$ cat config.mk
export PLATFORM = sky130hd
export DESIGN_NAME = inst_fetch_queue
export DESIGN_NICKNAME = d
export VERILOG_FILES = /design/src/rtl/inst_fetch_queue.sv
export SDC_FILE = /design/constraint.sdc
export NUM_CORES = 1
export LEC_CHECK = 0
export CORE_MARGIN = 2
export CORE_UTILIZATION = 36
export CTS_BUF_LIST = sky130_fd_sc_hd__clkbuf_4
export CTS_CLUSTER_DIAMETER = 30
export CTS_CLUSTER_SIZE = 28
export DETAILED_ROUTE_END_ITERATION = 6
export HOLD_SLACK_MARGIN = 0.03
export SLEW_MARGIN = 20
export SYNTH_ARGS = -nofsm -noshare
export SYNTH_HDL_FRONTEND = slang
export SYNTH_SLANG_ARGS = --single-unit
export TNS_END_PERCENT = 50
$ cat constraint.sdc
create_clock -name i_clk -period 6.3 [get_ports i_clk]
set_input_delay 0.945 -clock i_clk [delete_from_list [all_inputs] [get_ports i_clk]]
set_output_delay 0.945 -clock i_clk [all_outputs]
set_load 0.01 [all_outputs]
$ cat src/rtl/inst_fetch_queue.sv
// inst_fetch_queue: fetch stage issuing one outstanding req/ack memory fetch into an FWFT prefetch FIFO feeding decode.
module inst_fetch_queue #(
    parameter int              PC_W     = 12,
    parameter int              INST_W   = 16,
    parameter int              DEPTH    = 4,
    parameter logic [PC_W-1:0] RESET_PC = '0
) (
    input  logic                     i_clk,
    input  logic                     i_reset,
    output logic                     o_mem_req,
    output logic [PC_W-1:0]          o_mem_addr,
    input  logic                     i_mem_ack,
    input  logic [INST_W-1:0]        i_mem_rdata,
    output logic                     o_inst_valid,
    output logic [INST_W-1:0]        o_instruction,
    output logic [PC_W-1:0]          o_inst_pc,
    input  logic                     i_inst_ready,
    input  logic                     i_redirect,
    input  logic [PC_W-1:0]          i_redirect_pc,
    output logic [PC_W-1:0]          o_pc,
    output logic [$clog2(DEPTH):0]   o_count
);
    localparam int AW = $clog2(DEPTH);
    localparam int CW = AW + 1;
    localparam logic [CW-1:0] FULL = CW'(DEPTH);
    localparam logic [1:0] IDLE = 2'd0;
    localparam logic [1:0] REQ  = 2'd1;
    localparam logic [1:0] DROP = 2'd2;

    logic [1:0]        state, state_nxt;
    logic [PC_W-1:0]   addr_nxt;
    logic [AW-1:0]     wr_ptr, rd_ptr;
    logic [CW-1:0]     cnt_nxt;
    logic              push, pop, space;
    logic [INST_W-1:0] inst_mem [DEPTH];
    logic [PC_W-1:0]   pc_mem [DEPTH];

    assign pop           = o_inst_valid & i_inst_ready;
    assign push          = (state == REQ) & i_mem_ack & ~i_redirect;
    assign cnt_nxt       = o_count + CW'(push) - CW'(pop);
    // A request is only launched if its data is guaranteed a free slot on return.
    assign space         = cnt_nxt < FULL;
    assign o_mem_req     = state != IDLE;
    assign o_inst_valid  = o_count != '0;
    assign o_instruction = inst_mem[rd_ptr];
    assign o_inst_pc     = pc_mem[rd_ptr];

    always_comb begin
        state_nxt = state;
        addr_nxt  = o_mem_addr;
        if (state == IDLE) begin
            if (!i_redirect && space) begin
                state_nxt = REQ;
                addr_nxt  = o_pc;
            end
        end else if (state == REQ) begin
            if (i_redirect) begin
                state_nxt = i_mem_ack ? IDLE : DROP;
            end else if (i_mem_ack) begin
                state_nxt = space ? REQ : IDLE;
                addr_nxt  = space ? o_pc + PC_W'(1) : o_mem_addr;
            end
        end else begin
            // A request cannot be withdrawn: wait out the stale ack before refetching.
            state_nxt = i_mem_ack ? IDLE : state;
        end
    end

    always_ff @(posedge i_clk or negedge i_reset) begin
        if (!i_reset) begin
            state      <= IDLE;
            o_mem_addr <= RESET_PC;
            o_pc       <= RESET_PC;
            o_count    <= '0;
            wr_ptr     <= '0;
            rd_ptr     <= '0;
        end else begin
            state      <= state_nxt;
            o_mem_addr <= addr_nxt;
            o_pc       <= i_redirect ? i_redirect_pc : push ? o_pc + PC_W'(1) : o_pc;
            o_count    <= i_redirect ? '0 : cnt_nxt;
            wr_ptr     <= i_redirect ? '0 : push ? wr_ptr + AW'(1) : wr_ptr;
            rd_ptr     <= i_redirect ? '0 : pop ? rd_ptr + AW'(1) : rd_ptr;
        end
    end

    always_ff @(posedge i_clk or negedge i_reset) begin
        if (!i_reset) begin
            for (int i = 0; i < DEPTH; i++) begin
                inst_mem[i] <= '0;
                pc_mem[i]   <= '0;
            end
        end else if (push) begin
            inst_mem[wr_ptr] <= i_mem_rdata;
            pc_mem[wr_ptr]   <= o_mem_addr;
        end
    end
endmodule

==> results of run 1 <==
logic make-up after synthesis:
logic type                 share of synthesized area [%]
buffers and inverters                               2.73
and+or+nand+nor                                     5.90
DFF                                                 52.1
muxes                                               31.9
AOI/OAI and AO/OA                                   2.30
adders and majority gates                           1.55
xor gates and xnor gates                            3.47
worst register-to-register path, cell delays in order, from the launching register on:
cell and delay [ps]:
dfrtp_1 470, nand3b_4 340, nor2_8 340, inv_1 80, ha_1 290, inv_1 60
ha_1 130, inv_1 50, fa_1 360, xnor3_1 260, nand3_1 500, nand2_1 220
o21ai_0 110
flip-flops by register name, indices dropped and copies added, names as in the netlist:
| register | flops |
|---|---|
| inst_mem | 64 |
| o_count | 3 |
| o_mem_addr | 12 |
| state | 2 |
| pc_mem | 48 |
| wr_ptr | 2 |
| rd_ptr | 2 |
| o_pc | 12 |
final timing paths:
path | slack, ps | from | cells past startpoint | to
setup reg to reg | 2950 | state[1] | 12 | o_mem_addr[6]
hold reg to reg | 520 | pc_mem[3] | 1 | pc_mem[3]
setup / recovery | 2560 | rd_ptr[0] | 3 | o_inst_pc[0]
max in group asynchronous | 4630 | i_reset | 2 | inst_mem[62]
hold / removal | 460 | i_reset | 1 | inst_mem[3]
min in group i_clk | 520 | pc_mem[3] | 1 | pc_mem[3]
through the flow:
stage	std cells	total power, mW	hold WS (ps)	setup slack, ps
3_5_place_dp	785	2.70	489	1960
5_1_grt	817	3.46	470	2280
4_1_cts	817	3.30	438	2420
2_1_floorplan	456	2.12	474	3070
3_3_place_gp	785	2.67	483	2080
6_report	817	3.24	458	2560
Yosys cell counts:
master | number | area [sq um]
mux2_4 | 80 | 1200
nand2_8 | 4 | 80.1
o21ai_0 | 25 | 125
nand4_1 | 3 | 18.8
mux4_2 | 28 | 631
nand3_1 | 5 | 25.0
buf_6 | 8 | 90.1
a21boi_0 | 1 | 7.51
clkbuf_1 | 8 | 30.0
nor2_1 | 14 | 52.6
nand3b_4 | 1 | 20.0
nor4_1 | 4 | 25.0
o31a_1 | 1 | 8.76
buf_2 | 7 | 35.0
ha_1 | 7 | 87.6
nor2b_1 | 1 | 6.26
dfrtp_1 | 145 | 3630
xnor2_1 | 20 | 175
or3_1 | 1 | 6.26
nor2_8 | 1 | 20.0
mux2i_1 | 3 | 30.0
nand2_1 | 28 | 105
a21oi_1 | 2 | 10.0
inv_1 | 8 | 30.0
clkbuf_2 | 1 | 5.00
nand2b_1 | 1 | 6.26
mux2_2 | 32 | 360
o2111ai_1 | 1 | 8.76
xor2_1 | 5 | 43.8
nor3_1 | 9 | 45.0
xnor3_1 | 1 | 22.5
fa_1 | 1 | 20.0
final cells by class:
| cell class | count | share of cell area [%] |
|---|---|---|
| Inverter | 8 | 0.361 |
| Multi-Input combinational cell | 279 | 37.8 |
| Clock buffer | 21 | 1.89 |
| Tap cell | 260 | 3.91 |
| Sequential cell | 145 | 43.6 |
| Timing Repair Buffer | 93 | 11.1 |
| Clock inverter | 11 | 1.38 |
power by group through the flow:
| stage | clock [mW] | sequential (mW) | combinational [mW] |
|---|---|---|---|
| after floorplan | 0 | 1.34 | 0.782 |
| after global placement | 0 | 1.38 | 1.28 |
| after detailed placement | 0 | 1.40 | 1.30 |
| after CTS | 0.604 | 1.39 | 1.31 |
| after global routing | 0.644 | 1.43 | 1.39 |
| final | 0.580 | 1.38 | 1.28 |
per-layer routing:
| metal | vias to the layer above | share of wire (%) | GRT usage (%) |
|---|---|---|---|
| met4 | 0 | 1.0 | 4.69 |
| met2 | 87 | 45 | 23.3 |
| met5 | - | 0 | 0 |
| li1 | 1822 | - | - |
| met3 | 12 | 5.6 | 4.93 |
| met1 | 2049 | 49 | 21.8 |
==> results.sh, run 1 <==
export IMPL_ctsHtreeMaxLevel=4
export IMPL_worst_pin_slew_ps=836
export IMPL_drc_errors=0
export IMPL_netlist_area_sq_mm=0.00696
export IMPL_max_stage_delay_ps=630
export IMPL_regArea_sq_mm=0.00363
export IMPL_cts_setup_buffers=0
export IMPL_power_density_mw_per_mm2=390
export IMPL_syn_to_final_growth_pct=19.6
export IMPL_drt_iter0_markers=138
export IMPL_clkPwrFrac_pct=17.9
export IMPL_switching_share_pct=31.7
export IMPL_synth_avg_cell_area_sq_um=15.3
export IMPL_ir_worst_vdd_v=0.000132
export IMPL_die_h_microns=143
export IMPL_yosysWarnings=0
export IMPL_finalCritPeriodShare_pct=59.4
export IMPL_fillers=1716
export IMPL_final_cell_area_sq_mm=0.00832
export IMPL_setup_viol=0
export IMPL_grt_usage_pct=15.6
export IMPL_ys_types=32
export IMPL_rsz0062_at_grt="false"
export IMPL_crit_family="buffers and inverters"
export IMPL_grt_pass1_vias=4368
export IMPL_diodes=0
export IMPL_startpoint_type="register"
export IMPL_drive_above_1_share_pct=32.9
export IMPL_multi_input_area_sq_mm=0.00314
export IMPL_final_common_cell="dfrtp_1"
export IMPL_dp_hpwl_mm=9.14
export IMPL_critPathBufInv=2
export IMPL_p_int_mw=2.22
export IMPL_critPathKind="reg2out"
export IMPL_syn_inst=456
export IMPL_p_sw_mw=1.03
export IMPL_clk_path_buf_depth=2
export IMPL_gp_congestion=0.805
export IMPL_num_vias=3970
export IMPL_path_clk_slew_ps=130
export IMPL_pwr_share_seq_pct=42.6
export IMPL_cp_slowest_cell="dfrtp_2"
export IMPL_wl_mm=14.7
export IMPL_endpoint_kind="primary output"
export IMPL_grt_pass1_wl_mm=24.2
export IMPL_setup_tns_ps=0
export IMPL_die_area_sq_mm=0.0205
export IMPL_synth_nets=497
export IMPL_start_util_pct=37.0
export IMPL_post_drt_via_cell_ratio=4.86
export IMPL_first_pass_iters=4
export IMPL_fin_crit_ps=3740
export IMPL_fin_util_pct=44.2
export IMPL_grt_overflow=0
export IMPL_crit_arrival_ps=2790
export IMPL_hold_viol_final=0
export IMPL_ant_nets=0
export IMPL_relSlewSlack_pct=44.3
export IMPL_clock_latency_ps=550
export IMPL_cts_hold_buf=0
export IMPL_place_area_sq_mm=0.00805
export IMPL_antenna_found_initial=0
export IMPL_pin_count=90
export IMPL_status="complete, no violations"
export IMPL_slew_violations=0
export IMPL_clock_skew_ps=15.0
export IMPL_cts_resized_gates=0
export IMPL_worstPathCellList="buf_4, mux4_2, clkdlybuf4s50_1"
export IMPL_rows=50
export IMPL_tritoncts="yes"
export IMPL_cp_required_ps=5350
export IMPL_cts_num_sinks=145
export IMPL_avgRoutedWirePerCell_microns=18.0
export IMPL_die_w_microns=143
export IMPL_yosysSeqAreaShare_pct=52.1
export IMPL_numPortBuffers=89
export IMPL_nets=585
export IMPL_leakage_nw=3.85
export IMPL_max_cap_viol_count=0
export IMPL_ys_seq_elements=145
export IMPL_max_freq_mhz=267
export IMPL_cts_root_buffer="clkbuf_4"
export IMPL_p_comb_share_pct=39.5
export IMPL_cts_made_buffers=17
export IMPL_core_area_sq_mm=0.0188
export IMPL_hp_class="in2async"
export IMPL_final_cell_mix="dfrtp_1, clkdlybuf4s50_1, mux2_4, mux2_2"
export IMPL_grt_max_degree=91
export IMPL_cp_max_fo=21
Note: power is estimated with default switching activity, not from simulation.
==> inputs of run 2 (changes only) <==
- clock period: 6.3 -> 3.85 ns (I/O delays scaled with it)
==> run 2 against run 1 <==
Final cell count up 0.12%. Global-route usage up 0.17 points. Critical path depth stayed put. Setup slack worse by 1900 ps. Combinational power increased by 65%. Critical endpoint is now o_inst_pc[10]. Largest cell class unchanged. Highest routed layer unchanged.
==> results.sh, run 2 (synthesis gave the netlist of run 1 again) <==
export IMPL_status="complete, no violations"
export IMPL_relSlewSlack_pct=36.2
export IMPL_num_vias=3976
export IMPL_largest_reg_flops=64
export IMPL_grt_pass1_vias=4439
export IMPL_cts_made_buffers=17
export IMPL_drt_iter0_markers=121
export IMPL_cp_required_ps=3270
export IMPL_die_w_microns=143
export IMPL_reg_top3="inst_mem: 64 flops, pc_mem: 48 flops"
export IMPL_critPathKind="reg2out"
export IMPL_crit_arrival_ps=2650
export IMPL_hp_class="in2async"
export IMPL_core_area_sq_mm=0.0188
export IMPL_power_density_mw_per_mm2=634
export IMPL_ir_worst_vdd_v=0.000241
export IMPL_drc_errors=0
export IMPL_top_layer="met4"
export IMPL_path_clk_slew_ps=120
export IMPL_final_cells=818
export IMPL_diodes=0
export IMPL_dp_hpwl_mm=9.46
export IMPL_finalCritPeriodShare_pct=83.8
export IMPL_drive_above_1_share_pct=33.2
export IMPL_grt_overflow=0
export IMPL_dr_wl_met2_mm=7.09
export IMPL_fin_crit_ps=3230
export IMPL_cts_num_sinks=145
export IMPL_max_freq_mhz=310
export IMPL_cts_setup_buffers=0
export IMPL_max_cap_viol_count=0
export IMPL_post_drt_via_cell_ratio=4.86
export IMPL_grt_pass1_wl_mm=24.7
export IMPL_setup_tns_ps=0
export IMPL_gp_congestion=0.743
export IMPL_numPortBuffers=89
export IMPL_worst_pin_slew_ps=957
export IMPL_endpoint_kind="primary output"
export IMPL_first_pass_iters=4
export IMPL_critPathLaunch="rd_ptr[0]"
export IMPL_critPathBufInv=2
export IMPL_cts_root_buffer="clkbuf_4"
export IMPL_ctsHtreeMaxLevel=4
export IMPL_ant_nets=0
export IMPL_die_area_sq_mm=0.0205
export IMPL_startpoint_type="register"
export IMPL_crit_family="buffers and inverters"
export IMPL_placedCellCount=787
export IMPL_wl_met3_microns=861
export IMPL_worstPathCellList="buf_12, mux4_2, clkdlybuf4s50_1"
export IMPL_final_cell_mix="dfrtp_1, clkdlybuf4s50_1, mux2_4, mux2_2"
export IMPL_antenna_found_initial=0
export IMPL_hold_viol_final=0
export IMPL_start_util_pct=37.0
export IMPL_grt_usage_pct=15.8
export IMPL_final_cell_area_sq_mm=0.00832
export IMPL_syn_to_final_growth_pct=19.5
export IMPL_avgRoutedWirePerCell_microns=18.3
export IMPL_die_h_microns=143
export IMPL_r2r_start="state[1]"
export IMPL_rows=50
export IMPL_clock_skew_ps=13.6
export IMPL_pin_count=90
export IMPL_routedLengthMet1_mm=6.86
export IMPL_tritoncts="yes"
export IMPL_cp_slowest_cell="dfrtp_2"
export IMPL_wl_mm=15.0
export IMPL_clk_path_buf_depth=2
export IMPL_largest_register="inst_mem"
export IMPL_fin_total_pwr_mw=5.28
export IMPL_final_common_cell="dfrtp_1"
export IMPL_slew_violations=0
export IMPL_grt_max_degree=105
export IMPL_cts_hold_buf=0
export IMPL_max_stage_delay_ps=760
export IMPL_cts_resized_gates=0
export IMPL_clock_latency_ps=550
export IMPL_leakage_nw=3.86
export IMPL_rsz0062_at_grt="false"
export IMPL_place_area_sq_mm=0.00808
export IMPL_cp_max_fo=16
export IMPL_setup_viol=0
export IMPL_nets=587
run 2: final timing paths:
kind / end / slack (ps) / cells past startpoint
worst max-delay path: o_inst_pc[10] / 620 / 3
worst min-delay path: inst_mem[54] / 120 / 1
worst max register to register: o_mem_addr[4] / 890 / 13
worst min register to register: inst_mem[30] / 510 / 1
max in group asynchronous: inst_mem[50] / 2830 / 2
min in group i_clk: inst_mem[30] / 510 / 1
run 2: where the power goes:
| part | switching, mW | internal [mW] | total [mW] |
|---|---|---|---|
| clock network | 0.523 | 0.362 | 0.885 |
| registers | 0.373 | 1.91 | 2.28 |
| logic | 0.778 | 1.33 | 2.11 |
run 2: area by class of cell:
| type | instances | area, sq um |
|---|---|---|
| Timing Repair Buffer | 95 | 950 |
| Clock inverter | 7 | 62.6 |
| Multi-Input combinational cell | 279 | 3140 |
| Clock buffer | 24 | 180 |
| Tap cell | 260 | 325 |
| Fill cell | 1713 | 10500 |
| Inverter | 8 | 30.0 |
| Sequential cell | 145 | 3630 |
run 2: layer usage:
layer  track usage (%)  vias to the layer above
li1                  -                     1824
met1              20.9                     2048
met2              24.8                       94
met3              5.26                       10
met4              4.27                        0
met5                 0                        -
run 2: worst reg2reg max path, cell delays in order (launching register included):
cell	delay, ps
dfrtp_1	460
nand3b_4	340
nor2_8	340
inv_1	80
ha_1	290
inv_1	50
ha_1	120
inv_1	50
fa_1	360
xnor3_1	270
nand3_1	100
buf_4	210
nand2_1	90
o21ai_0	90
run 2: per-stage QoR:
step                worst slack [ps]  util [%]  hold slack (ps)
finish                           622      44.2              118
global route                     450      44.2              168
CTS                              523      44.2              146
detailed placement               276      42.9              487
global placement                 360      42.9              482
floorplan                        992         -              282
